==> config.mk <==
export PLATFORM = sky130hd
export DESIGN_NAME = lfsr_rng_arbiter
export DESIGN_NICKNAME = d
export VERILOG_FILES = /design/src/rtl/lfsr_rng_arbiter.sv
export SDC_FILE = /design/constraint.sdc
export NUM_CORES = 1
export LEC_CHECK = 0
export CAP_MARGIN = 20
export CORE_MARGIN = 2
export CORE_UTILIZATION = 52
export DETAILED_ROUTE_END_ITERATION = 8
export MAX_ROUTING_LAYER = met4
export PLACE_DENSITY = 0.78
export SYNTH_ARGS = -nofsm -noshare
export SYNTH_HDL_FRONTEND = slang
export SYNTH_SLANG_ARGS = --single-unit
export TNS_END_PERCENT = 20
==> constraint.sdc <==
create_clock -name clk -period 3.6 [get_ports clk]
set_input_delay 0.54 -clock clk [delete_from_list [all_inputs] [get_ports clk]]
set_output_delay 0.54 -clock clk [all_outputs]
set_load 0.01 [all_outputs]
==> src/rtl/lfsr_rng_arbiter.sv <==
// Round-robin shared 8-bit Galois LFSR: each grant steps the LFSR STEPS times, then delivers value + div flags.
// Optional delivery counter enabled by defining LFSR_RNG_STATS_EN.
module lfsr_rng_arbiter #(
   parameter int         NUM_REQ = 4,
   parameter logic [7:0] SEED    = 8'h97,
   parameter int         STEPS   = 8
) (
   input  logic               clk,
   input  logic               rst_n,
   input  logic               seed_load,
   input  logic [7:0]         seed_val,
   input  logic [NUM_REQ-1:0] req,
   output logic [NUM_REQ-1:0] gnt,
   output logic               rnd_valid,
   output logic [7:0]         rnd_data,
   output logic [2:0]         rnd_flags,
   output logic               busy
`ifdef LFSR_RNG_STATS_EN
   ,
   output logic [15:0]        deliv_count
`endif
);

   localparam int          PW       = (NUM_REQ > 1) ? $clog2(NUM_REQ) : 1;
   localparam int unsigned NR       = NUM_REQ;
   localparam logic [3:0]  CNT_LAST = 4'(STEPS - 1);

   typedef enum logic [1:0] {
      S_IDLE,
      S_STEP,
      S_DELIVER
   } state_e;

   state_e        state_q, state_d;
   logic [7:0]    lfsr_q, lfsr_d;
   logic [PW-1:0] ptr_q, ptr_d;
   logic [PW-1:0] win_q, win_d;
   logic [3:0]    cnt_q, cnt_d;
   logic [7:0]    data_q, data_d;
   logic [2:0]    flags_q, flags_d;
   logic [7:0]    lfsr_shift;

   logic          pick_found;
   logic [PW-1:0] pick_idx;

`ifdef LFSR_RNG_STATS_EN
   logic [15:0]   count_q, count_d;
`endif

   // Galois form of x^8+x^6+x^5+x^4+1: feedback from bit 7 into bits 0,4,5,6.
   function automatic logic [7:0] lfsr_next(input logic [7:0] l);
      logic [7:0] n;
      n[0] = l[7];
      n[1] = l[0];
      n[2] = l[1];
      n[3] = l[2];
      n[4] = l[3] ^ l[7];
      n[5] = l[4] ^ l[7];
      n[6] = l[5] ^ l[7];
      n[7] = l[6];
      return n;
   endfunction

   function automatic logic [2:0] div_flags(input logic [7:0] v);
      logic [2:0] f;
      f[2] = (v[0] == 1'b0);
      f[1] = ((v % 8'd3) == 8'd0);
      f[0] = ((v % 8'd5) == 8'd0);
      return f;
   endfunction

   assign lfsr_shift = lfsr_next(lfsr_q);

   // Cyclic scan starting at the round-robin pointer.
   always_comb begin
      int unsigned pos;
      pick_found = 1'b0;
      pick_idx   = '0;
      pos        = 0;
      for (int unsigned i = 0; i < NR; i++) begin
         pos = (32'(ptr_q) + i) % NR;
         if (!pick_found && req[pos]) begin
            pick_found = 1'b1;
            pick_idx   = PW'(pos);
         end
      end
   end

   always_comb begin
      state_d = state_q;
      lfsr_d  = lfsr_q;
      ptr_d   = ptr_q;
      win_d   = win_q;
      cnt_d   = cnt_q;
      data_d  = data_q;
      flags_d = flags_q;
`ifdef LFSR_RNG_STATS_EN
      count_d = count_q;
`endif
      case (state_q)
         S_IDLE: begin
            if (seed_load) begin
               lfsr_d = (seed_val == 8'h00) ? SEED : seed_val;
`ifdef LFSR_RNG_STATS_EN
               count_d = '0;
`endif
            end else if (pick_found) begin
               win_d   = pick_idx;
               cnt_d   = '0;
               state_d = S_STEP;
            end
         end
         S_STEP: begin
            lfsr_d = lfsr_shift;
            cnt_d  = cnt_q + 4'd1;
            // Capture the final shifted value here so the outputs come straight from flops in DELIVER.
            if (cnt_q == CNT_LAST) begin
               data_d  = lfsr_shift;
               flags_d = div_flags(lfsr_shift);
               state_d = S_DELIVER;
            end
         end
         S_DELIVER: begin
            ptr_d   = (win_q == PW'(NR - 1)) ? '0 : win_q + PW'(1);
            state_d = S_IDLE;
`ifdef LFSR_RNG_STATS_EN
            if (count_q != 16'hFFFF) begin
               count_d = count_q + 16'd1;
            end
`endif
         end
         default: state_d = S_IDLE;
      endcase
   end

   always_ff @(posedge clk) begin
      if (!rst_n) begin
         state_q <= S_IDLE;
         lfsr_q  <= SEED;
         ptr_q   <= '0;
         win_q   <= '0;
         cnt_q   <= '0;
         data_q  <= '0;
         flags_q <= '0;
`ifdef LFSR_RNG_STATS_EN
         count_q <= '0;
`endif
      end else begin
         state_q <= state_d;
         lfsr_q  <= lfsr_d;
         ptr_q   <= ptr_d;
         win_q   <= win_d;
         cnt_q   <= cnt_d;
         data_q  <= data_d;
         flags_q <= flags_d;
`ifdef LFSR_RNG_STATS_EN
         count_q <= count_d;
`endif
      end
   end

   always_comb begin
      gnt = '0;
      if (state_q == S_DELIVER) begin
         gnt[win_q] = 1'b1;
      end
   end

   assign rnd_valid = (state_q == S_DELIVER);
   assign busy      = (state_q != S_IDLE);
   assign rnd_data  = data_q;
   assign rnd_flags = flags_q;

`ifdef LFSR_RNG_STATS_EN
   assign deliv_count = count_q;
`endif

endmodule
; Yosys cells after proc, flatten, opt, wreduce, memory -nomap -nowiden
; Index checks and enable logic that the tools add are counted.
[word_totals]
out_inout_bits = 17
word_cells = 81
register_bits = 29
in_bits = 15
[classes]
n_eq_ne = 8
n_mux = 30
n_bitwise = 5
add_sub_neg = 5
n_div = 2
reduce_logical = 18
magnitude_cmp = 6
[ops]
columns = op, count
row1 = $logic_not 8->1, 3
row2 = $mux 2, 8
row3 = $mux 8, 2
row4 = $pmux 8 s2, 1
row5 = $lt 2x3->1 const B, 5
row6 = $mux 4, 3
row7 = $mux 1, 9
row8 = $reduce_and 3->1, 3
row9 = $bmux 1 s2, 4
row10 = $mod 8x2->8 const B, 1
row11 = $mod 8x3->8 const B, 1
row12 = $ne 2x2->1 const B, 4
row13 = $pmux 4 s2, 1
row14 = $add 2x1->2 const B, 2
row15 = $add 2x2->2 const B, 2
row16 = $add 4x1->4 const B, 1
row17 = $eq 2x2->1 const B, 2
row18 = $eq 4x3->1 const B, 1
row19 = $logic_and 1x1->1, 4
row20 = $pmux 2 s2, 1
row21 = $reduce_and 2->1, 2
row22 = $reduce_bool 2->1, 2
row23 = $logic_not 1->1, 3
row24 = $xor 1x1->1, 3
row25 = other kinds (5), 6

; Longest topological paths before layout
; Gate-level depths: netlist (run 1).
[depth]
word_depth = 15
depth_mapped = 20
mapped_depth_nobuf = 18

; Worst setup path before layout (run 1)
; OpenSTA, ideal clock, no wires.
[synth_path]
path_kind = reg2reg
startpoint = register lfsr_q[5]
endpoint = register flags_q[0] (netlist: rnd_flags[0])
n_path_buf = 2
arrival_ps = 3656
required_ps = 3477
setup_slack_ps = -179
path_stages_with_launch = 20
setup_time_ps = 123
cell_sequence = dfxtp_1 -> buf_6 -> buf_8 -> and2b_4 -> o21ai_2 -> a311o_1 -> a21o_2 -> a21oi_1 -> nor2_1 -> a21oi_1 -> ha_1 -> nor2_1 -> a2111oi_0 -> a2bb2oi_1 -> a22oi_1 -> xnor2_2 -> ha_1 -> and3_2 -> a41oi_1 -> o211ai_2
[synth_via]
elab_chain_cells = 3
[synth_rtl]
columns = item, line
row1 = start: declaration, 35  ; logic [7:0] lfsr_q, lfsr_d;
row2 = start signal: assignment, 150  ; lfsr_q <= lfsr_d;
row3 = $xor 1x1->1, 59  ; n[6] = l[5] ^ l[7];
row4 = $mod 8x3->8, 68  ; f[0] = ((v % 8'd5) == 8'd0);
row5 = $logic_not 8->1, 68
row6 = end signal: assignment, 155  ; flags_q <= flags_d;
row7 = end: declaration, 40  ; logic [2:0] flags_q, flags_d;
; No other way between the ends.
; A chain may end at the register's enable or synchronous reset.

; Final worst setup path (run 1)
[layout_path]
startpoint = register lfsr_q[3]
endpoint = register flags_q[0] (netlist: rnd_flags[0])
[layout_via]
elab_chain_cells = 3
[layout_rtl]
columns = item, line
row1 = $xor 1x1->1, 57  ; n[4] = l[3] ^ l[7];
row2 = $mod 8x3->8, 68
row3 = $logic_not 8->1, 68
; No other way between the ends.

==> load_flow_metrics.sql, run 1 <==
INSERT INTO impl_metrics (metric_group, metric, value, unit) VALUES
('outcome', 'outcome', 'finished clean', ''),
('critical_path', 'worstSetupPathType', 'register to register', ''),
('critical_path', 'timing.critical_path.required', '3.82', 'ns'),
('floorplanning', 'core_region_area', '5140', 'um^2'),
('power_and_ir_drop', 'power.leakage', '1.529', 'nW'),
('synthesis', 'synth_edf_count', '0', ''),
('layout', 'most_common_cell_after_layout_fill_and_taps_aside', 'sky130_fd_sc_hd__buf_4', ''),
('critical_path', 'critical_path.max_fanout', '6', ''),
('synthesis', 'syn_avg_cell_area', '8.020', 'um^2'),
('synthesis', 'postSynthRegisterBits', '29', ''),
('place', 'port_buffers', '31', ''),
('sta', 'max-slew-margin-rel', '65.61', '%'),
('floorplanning', 'pin_count', '32', ''),
('clocking', 'cts_inserted_buffers', '5', ''),
('routing', 'drc_errors', '0', ''),
('critical_path', 'end_kind', 'register', ''),
('worst_hold_path', 'hold_depth', '2', ''),
('worst_hold_path', 'worstHoldPathType', 'register to register', ''),
('sta', 'setup_tns', '0', 'ns'),
('synthesis', 'netlist_area', '2799', 'um^2'),
('critical_path', 'critPathArrivalTime', '3.76', 'ns'),
('place', 'preCtsSetupSlack', '-0.1811', 'ns'),
('routing', 'detailedRoute.firstIterationViolations', '146', ''),
('clocking', 'cts-hold-fix-buffers', '0', ''),
('sta', 'final-hold-violation-count', '0', ''),
('clocking', 'clock_tree.htree_level_count', '2', ''),
('place', 'finalWeightedCongestion', '0.9007', ''),
('floorplanning', 'die_height', '77.37', 'um'),
('synthesis', 'synth-warning-count', '0', ''),
('synthesis', 'synth_ff_type', 'sky130_fd_sc_hd__dfxtp_1', ''),
('clocking', 'cts.sink_count', '29', ''),
('global_routing', 'grt_pass1_wl', '12720', 'um'),
('critical_path', 'reg2reg_from', 'lfsr_q[3]', ''),
('sta', 'timing.final.crit_share', '98.34', '%'),
('floorplanning', 'full_die_area', '5985', 'um^2'),
('sta', 'fin_crit', '3.540', 'ns'),
('sta', 'clock-skew-final', '0.01057', 'ns'),
('routing', 'first_pass_iters', '5', ''),
('clocking', 'clkSlewWorstSetupHoldPaths', '0.07', 'ns'),
('global_routing', 'antenna_found_initial', '0', ''),
('worst_hold_path', 'hold-path-endpoint', 'rnd_data[3]', ''),
('sta', 'max_fclk', '282.5', 'MHz'),
('synthesis', 'synthesis.instances', '349', ''),
('critical_path', 'reg2reg_depth', '19', ''),
('critical_path', 'timing.rr.end', 'rnd_flags[0]', ''),
('routing', 'detail_route.vias_per_cell', '6.082', ''),
('critical_path', 'max_stage_delay', '0.37', 'ns'),
('routing', 'total_length_of_routed_wires', '7768', 'um'),
('clocking', 'cts_tree', 'yes', ''),
('layout', 'drive_gt1_share', '27.58', '%'),
('routing', 'drt.antenna.violating_nets', '0', ''),
('routing', 'vias', '2962', ''),
('worst_hold_path', 'hold_path_origin', 'rnd_data[3]', ''),
('place', 'hpwl', '5596', 'um'),
('floorplanning', 'fp.dieW', '77.37', 'um'),
('clocking', 'clockBufferDepth', '2', ''),
('place', 'dp_cells', '474', ''),
('sta', 'setup_viol', '0', ''),
('global_routing', 'track_usage', '26.46', '%'),
('synthesis', 'post_synthesis_async_set_or_reset_flop_share', '0', '%'),
('global_routing', 'grt.overflow.total', '0', ''),
('floorplanning', 'rows', '26', ''),
('routing', 'wire_per_inst', '15.95', 'um'),
('power_and_ir_drop', 'design_power_total', '0.001583', 'W'),
('sta', 'final_critical_path_setup_slack', '0.05980', 'ns'),
('synthesis', 'ys_seq_area_share', '20.74', '%'),
('critical_path', 'timing.critical_path.from_type', 'register', ''),
('layout', 'synthToLayoutAreaGrowth', '30.35', '%'),
('critical_path', 'cp_slowest_cell', 'sky130_fd_sc_hd__dfxtp_4', ''),
('layout', 'antennaDiodeCount', '0', ''),
('clocking', 'worstSkewPairLatency', '0.29', 'ns');
-- synth_stat cells, drive strengths merged (5+ instances only) --
cell type | count | share of area (%)
o211ai | 6 | 2.0
nand2 | 40 | 5.7
dfxtp | 29 | 21
a21boi | 5 | 1.3
clkbuf | 16 | 3.9
buf | 11 | 4.1
o211a | 5 | 1.8
nor3 | 11 | 2.5
a21o | 7 | 2.1
nand3 | 6 | 1.3
or3 | 5 | 1.1
o2111ai | 7 | 2.2
ha | 10 | 4.5
inv | 15 | 2.0
nor2b | 12 | 2.7
nor2 | 24 | 3.3
a221oi | 7 | 2.2
mux2i | 5 | 1.8
o21ai | 18 | 3.6
and2 | 12 | 2.7
a21oi | 17 | 3.0
xnor2 | 7 | 2.5
-- stage by stage --
stage | instance area (um^2) | hold WS [ns]
3_3_place_gp | 3376 | 0.4529
6_report | 3649 | 0.4808
4_1_cts | 3507 | 0.4834
3_5_place_dp | 3376 | 0.4620
5_1_grt | 3649 | 0.5105
2_1_floorplan | 2820 | 0.4876
-- critical path: cells and delay by family, from the launching register on --
family	cells	cell delay, ns
and+or+nand+nor	6	0.73
AOI/OAI and AO/OA	9	1.65
DFF	1	0.37
adders and majority gates	2	0.54
xor gates and xnor gates	1	0.10
buffers and inverters	1	0.10
-- power breakdown --
| group | switching, W | total (W) | internal [W] |
|---|---|---|---|
| registers | 0.0000310 | 0.000366 | 0.000335 |
| logic | 0.000454 | 0.000874 | 0.000419 |
| clock network | 0.000137 | 0.000344 | 0.000207 |
| total | 0.000622 | 0.00158 | 0.000961 |
-- worst max-delay path by stage --
stage	from	endpoint	slack (ns)
finish	lfsr_q[3]	rnd_flags[0]	0.06
global route	lfsr_q[6]	rnd_flags[0]	-0.16
CTS	lfsr_q[3]	rnd_flags[0]	0.007
detailed placement	lfsr_q[2]	rnd_flags[0]	-0.18
global placement	lfsr_q[2]	rnd_flags[0]	-0.05
floorplan	lfsr_q[5]	rnd_flags[0]	0.005
-- per-layer routing --
layer / GRT usage, % / wire (um) / share of wire [%] / vias up
met5: - / 0 / 0 / -
met4: 8.393 / 169 / 2.2 / 0
met3: 2.558 / 332 / 4.3 / 18
met2: 47.13 / 3944 / 51 / 102
met1: 31.45 / 3322 / 43 / 1414
li1: - / - / - / 1428
-- state kept, by name (all words and copies together) (netlist names) --
register / cells
cnt_q: 4
state_q: 2
rnd_data: 8
rnd_flags: 3
ptr_q: 2
lfsr_q: 8
win_q: 2
-- kinds of logic (layout without fill, tap and decap cells) --
logic type / Yosys count / after routing / synth area share, %
muxes: 8 / 8 / 2.995
adders and majority gates: 10 / 10 / 4.470
AOI/OAI and AO/OA: 112 / 112 / 30.26
buffers and inverters: 43 / 111 / 10.19
xor gates and xnor gates: 10 / 10 / 3.889
DFF: 29 / 29 / 20.74
and+or+nand+nor: 137 / 137 / 27.45
-- timing repair --
item                                    CTS  global route
endpoints found under the setup margin    2             2
pin swaps                                 0            16
buffers inserted                          0             5
resized for setup                         7            23
-- area by class of cell --
cell class,count,area [um^2]
fillers,400,1491
well taps,70,87.58
inverters,16,60.06
multi-input cells,277,2051
flip-flops and latches,29,596.8
repair buffers,87,738.2
clock inverters,3,46.29
clock buffers,5,68.82
No activity file was read; power rests on OpenSTA's default activity.
==> inputs of run 2 (changes only) <==
- CORE_UTILIZATION: 52 -> 30
- PLACE_DENSITY: 0.78 -> 0.5
==> run 2 against run 1 <==
Via count down 3.8%. Wire length grew 2.0%. Count of clock-buffer cells in the layout rose by 2. Critical endpoint unchanged. Largest power group unchanged. Highest routed layer unchanged.
==> load_flow_metrics.sql, run 2 (synthesized netlist as in run 1, its figures left out) <==
INSERT INTO impl_metrics (metric_group, metric, value, unit) VALUES
('floorplanning', 'fp.dieW', '100.6', 'um'),
('sta', 'max-slew-margin-rel', '65.45', '%'),
('layout', 'commonest_non_fill_non_tap_cells_in_the_layout', 'sky130_fd_sc_hd__buf_4, sky130_fd_sc_hd__nand2_1, sky130_fd_sc_hd__clkdlybuf4s50_1, sky130_fd_sc_hd__dfxtp_1, sky130_fd_sc_hd__nor2_1', ''),
('critical_path', 'timing.rr.end', 'rnd_flags[0]', ''),
('critical_path', 'cp_slowest_cell', 'sky130_fd_sc_hd__dfxtp_4', ''),
('worst_hold_path', 'hold-path-endpoint', 'rnd_data[7]', ''),
('global_routing', 'grt_pass1_wl', '13180', 'um'),
('sta', 'final_critical_path_setup_slack', '0.03603', 'ns'),
('place', 'finalWeightedCongestion', '0.8406', ''),
('place', 'preCtsSetupSlack', '-0.1931', 'ns'),
('clocking', 'cts.sink_count', '29', ''),
('critical_path', 'worstSetupPathType', 'register to register', ''),
('critical_path', 'reg2reg_from', 'lfsr_q[5]', ''),
('critical_path', 'timing.critical_path.required', '3.77', 'ns'),
('global_routing', 'grt_max_degree', '30', ''),
('power_and_ir_drop', 'power-per-cell-area', '424.7', 'nW/um^2'),
('routing', 'drt.antenna.violating_nets', '0', ''),
('power_and_ir_drop', 'power.net_switching', '0.0006130', 'W'),
('outcome', 'outcome', 'finished clean', ''),
('run', 'drv_cap', '0', ''),
('layout', 'fill_cells', '935', ''),
('sta', 'clock-skew-final', '0.006390', 'ns'),
('floorplanning', 'pin_count', '32', ''),
('place', 'hpwl', '5976', 'um'),
('power_and_ir_drop', 'ir_drop', '194.0', 'uV'),
('critical_path', 'max_stage_delay', '0.37', 'ns'),
('sta', 'fin_crit', '3.564', 'ns'),
('power_and_ir_drop', 'switching_share', '37.79', '%'),
('routing', 'drc_errors', '0', ''),
('clocking', 'worstSkewPairLatency', '0.28', 'ns'),
('critical_path', 'cp_top_family', 'compound AO/OA/AOI/OAI gates', ''),
('worst_hold_path', 'hold_path_origin', 'rnd_data[7]', ''),
('sta', 'max_fclk', '280.6', 'MHz'),
('global_routing', 'grt.overflow.total', '0', ''),
('power_and_ir_drop', 'internal_power', '0.001009', 'W'),
('critical_path', 'worst_setup_path_start', 'lfsr_q[5]', ''),
('routing', 'first_pass_iters', '4', ''),
('clocking', 'cts_inserted_buffers', '5', ''),
('layout', 'post_route_core_utilization', '41.74', '%'),
('power_and_ir_drop', 'pwr-share-seq', '22.5', '%'),
('sta', 'timing.final.crit_share', '99.00', '%'),
('clocking', 'clock_tree.root_cell', 'sky130_fd_sc_hd__clkbuf_8', ''),
('layout', 'most_common_cell_after_layout_fill_and_taps_aside', 'sky130_fd_sc_hd__buf_4', ''),
('global_routing', 'antenna_found_initial', '0', ''),
('sta', 'worst_slew_pin_slew', '0.5160', 'ns'),
('floorplanning', 'rows', '35', ''),
('floorplanning', 'initial_utilization', '30.58', '%'),
('place', 'dp_cells', '520', ''),
('clocking', 'clockBufferDepth', '2', ''),
('layout', 'drive_gt1_share', '30.14', '%'),
('sta', 'grt_setup_unrepaired', 'true', ''),
('floorplanning', 'core_region_area', '9153', 'um^2'),
('critical_path', 'worst-path-buf-inv', '1', ''),
('routing', 'detailedRoute.firstIterationViolations', '135', ''),
('layout', 'multiInputGateArea', '2068', 'um^2'),
('critical_path', 'end_kind', 'register', ''),
('power_and_ir_drop', 'power.leakage', '1.587', 'nW'),
('power_and_ir_drop', 'share_of_power_burned_in_the_clock_network', '21.8', '%'),
('layout', 'final_net_count', '452', ''),
('power_and_ir_drop', 'power_frac_comb', '55.7', '%'),
('routing', 'wire_per_inst', '14.70', 'um'),
('floorplanning', 'die_height', '100.6', 'um'),
('worst_hold_path', 'hold_depth', '2', ''),
('clocking', 'clkSlewWorstSetupHoldPaths', '0.07', 'ns'),
('clocking', 'cts-hold-fix-buffers', '0', ''),
('routing', 'vias', '2850', ''),
('sta', 'slew_violations', '0', ''),
('layout', 'layout.cells.non_filler', '539', ''),
('critical_path', 'crit_path_cell_trace', 'buf_12, and3b_2, o21a_1, nor3_4, nand2_4, a21oi_2, nor2_1, a21oi_2, ha_2, nor2_4, a2111oi_4, a2bb2oi_2, a22oi_2, xnor2_2, ha_1, and3_2, a41oi_2, o211ai_2', ''),
('sta', 'timing.hold.ws', '0.4697', 'ns'),
('critical_path', 'flop2flop_setup_slack', '0.04', 'ns'),
('layout', 'antennaDiodeCount', '0', ''),
('layout', 'synthToLayoutAreaGrowth', '36.48', '%'),
('layout', 'regArea', '595.6', 'um^2'),
('worst_hold_path', 'worstHoldPathType', 'register to register', ''),
('routing', 'total_length_of_routed_wires', '7922', 'um'),
('critical_path', 'worst_path_most_repeated_cell', 'sky130_fd_sc_hd__a21oi_2', ''),
('critical_path', 'critical_path.max_fanout', '5', ''),
('sta', 'setup_viol', '0', ''),
('place', 'port_buffers', '31', ''),
('sta', 'final-hold-violation-count', '0', ''),
('global_routing', 'track_usage', '16.37', '%'),
('global_routing', 'first_global_vias', '2823', ''),
('routing', 'detail_route.vias_per_cell', '5.288', ''),
('critical_path', 'reg2reg_depth', '18', ''),
('critical_path', 'critPathArrivalTime', '3.73', 'ns'),
('critical_path', 'timing.critical_path.from_type', 'register', ''),
('clocking', 'cts_tree', 'yes', ''),
('floorplanning', 'full_die_area', '10120', 'um^2'),
('clocking', 'clock_tree.htree_level_count', '2', '');
run 2: worst register-to-register path, cell delays in order (launching register included):
cell                        delay (ns)
sky130_fd_sc_hd__dfxtp_4          0.37
sky130_fd_sc_hd__buf_12           0.13
sky130_fd_sc_hd__and3b_2          0.21
sky130_fd_sc_hd__o21a_1           0.21
sky130_fd_sc_hd__nor3_4           0.25
sky130_fd_sc_hd__nand2_4          0.09
sky130_fd_sc_hd__a21oi_2          0.12
sky130_fd_sc_hd__nor2_1           0.06
sky130_fd_sc_hd__a21oi_2          0.15
sky130_fd_sc_hd__ha_2             0.22
sky130_fd_sc_hd__nor2_4           0.05
sky130_fd_sc_hd__a2111oi_4        0.37
sky130_fd_sc_hd__a2bb2oi_2        0.10
sky130_fd_sc_hd__a22oi_2          0.22
sky130_fd_sc_hd__xnor2_2          0.14
sky130_fd_sc_hd__ha_1             0.27
sky130_fd_sc_hd__and3_2           0.20
sky130_fd_sc_hd__a41oi_2          0.20
sky130_fd_sc_hd__o211ai_2         0.10
run 2: worst max-delay path by stage:
stage	to	depth (start not counted)
4_1_cts	rnd_flags[0]	17
5_1_grt	rnd_flags[0]	18
2_1_floorplan	rnd_flags[0]	19
3_3_place_gp	rnd_flags[0]	17
3_5_place_dp	rnd_flags[0]	18
6_report	rnd_flags[0]	18
run 2: what timing repair did:
action / in CTS / in global routing
gates resized for setup: 9 / 27
setup endpoints to repair: 2 / 2
setup buffers: 0 / 11
pin swaps: 0 / 18
run 2: area by class of cell:
cell class	count	area share, %
inverters	16	1.572
clock buffers	7	2.260
well taps	111	3.636
clock inverters	1	0.7861
multi-input cells	277	54.14
repair buffers	98	22.01
flip-flops and latches	29	15.59
run 2: power groups by stage:
| stage | sequential (W) | combinational [W] | clock [W] |
|---|---|---|---|
| after global routing | 0.000368 | 0.000993 | 0.000376 |
| final | 0.000365 | 0.000904 | 0.000354 |
| after CTS | 0.000364 | 0.000824 | 0.000361 |
| after global placement | 0.000369 | 0.000803 | 0 |
| after floorplan | 0.000351 | 0.000577 | 0 |
| after detailed placement | 0.000370 | 0.000808 | 0 |
run 2: layer usage:
layer / track usage [%] / routed length (um) / vias to the layer above
li1: - / - / 1450
met1: 18.91 / 3576 / 1342
met2: 29.59 / 3996 / 46
met3: 2.150 / 206 / 12
met4: 4.426 / 142 / 0
met5: - / 0 / -
run 2: stage by stage:
stage          TNS (ns)  area (um^2)  total power, W
5_1_grt         -0.1906         3820        0.001736
2_1_floorplan         0         2820       0.0009281
4_1_cts               0         3606        0.001549
6_report              0         3820        0.001622
3_3_place_gp   -0.06853         3465        0.001172
3_5_place_dp    -0.2202         3465        0.001178
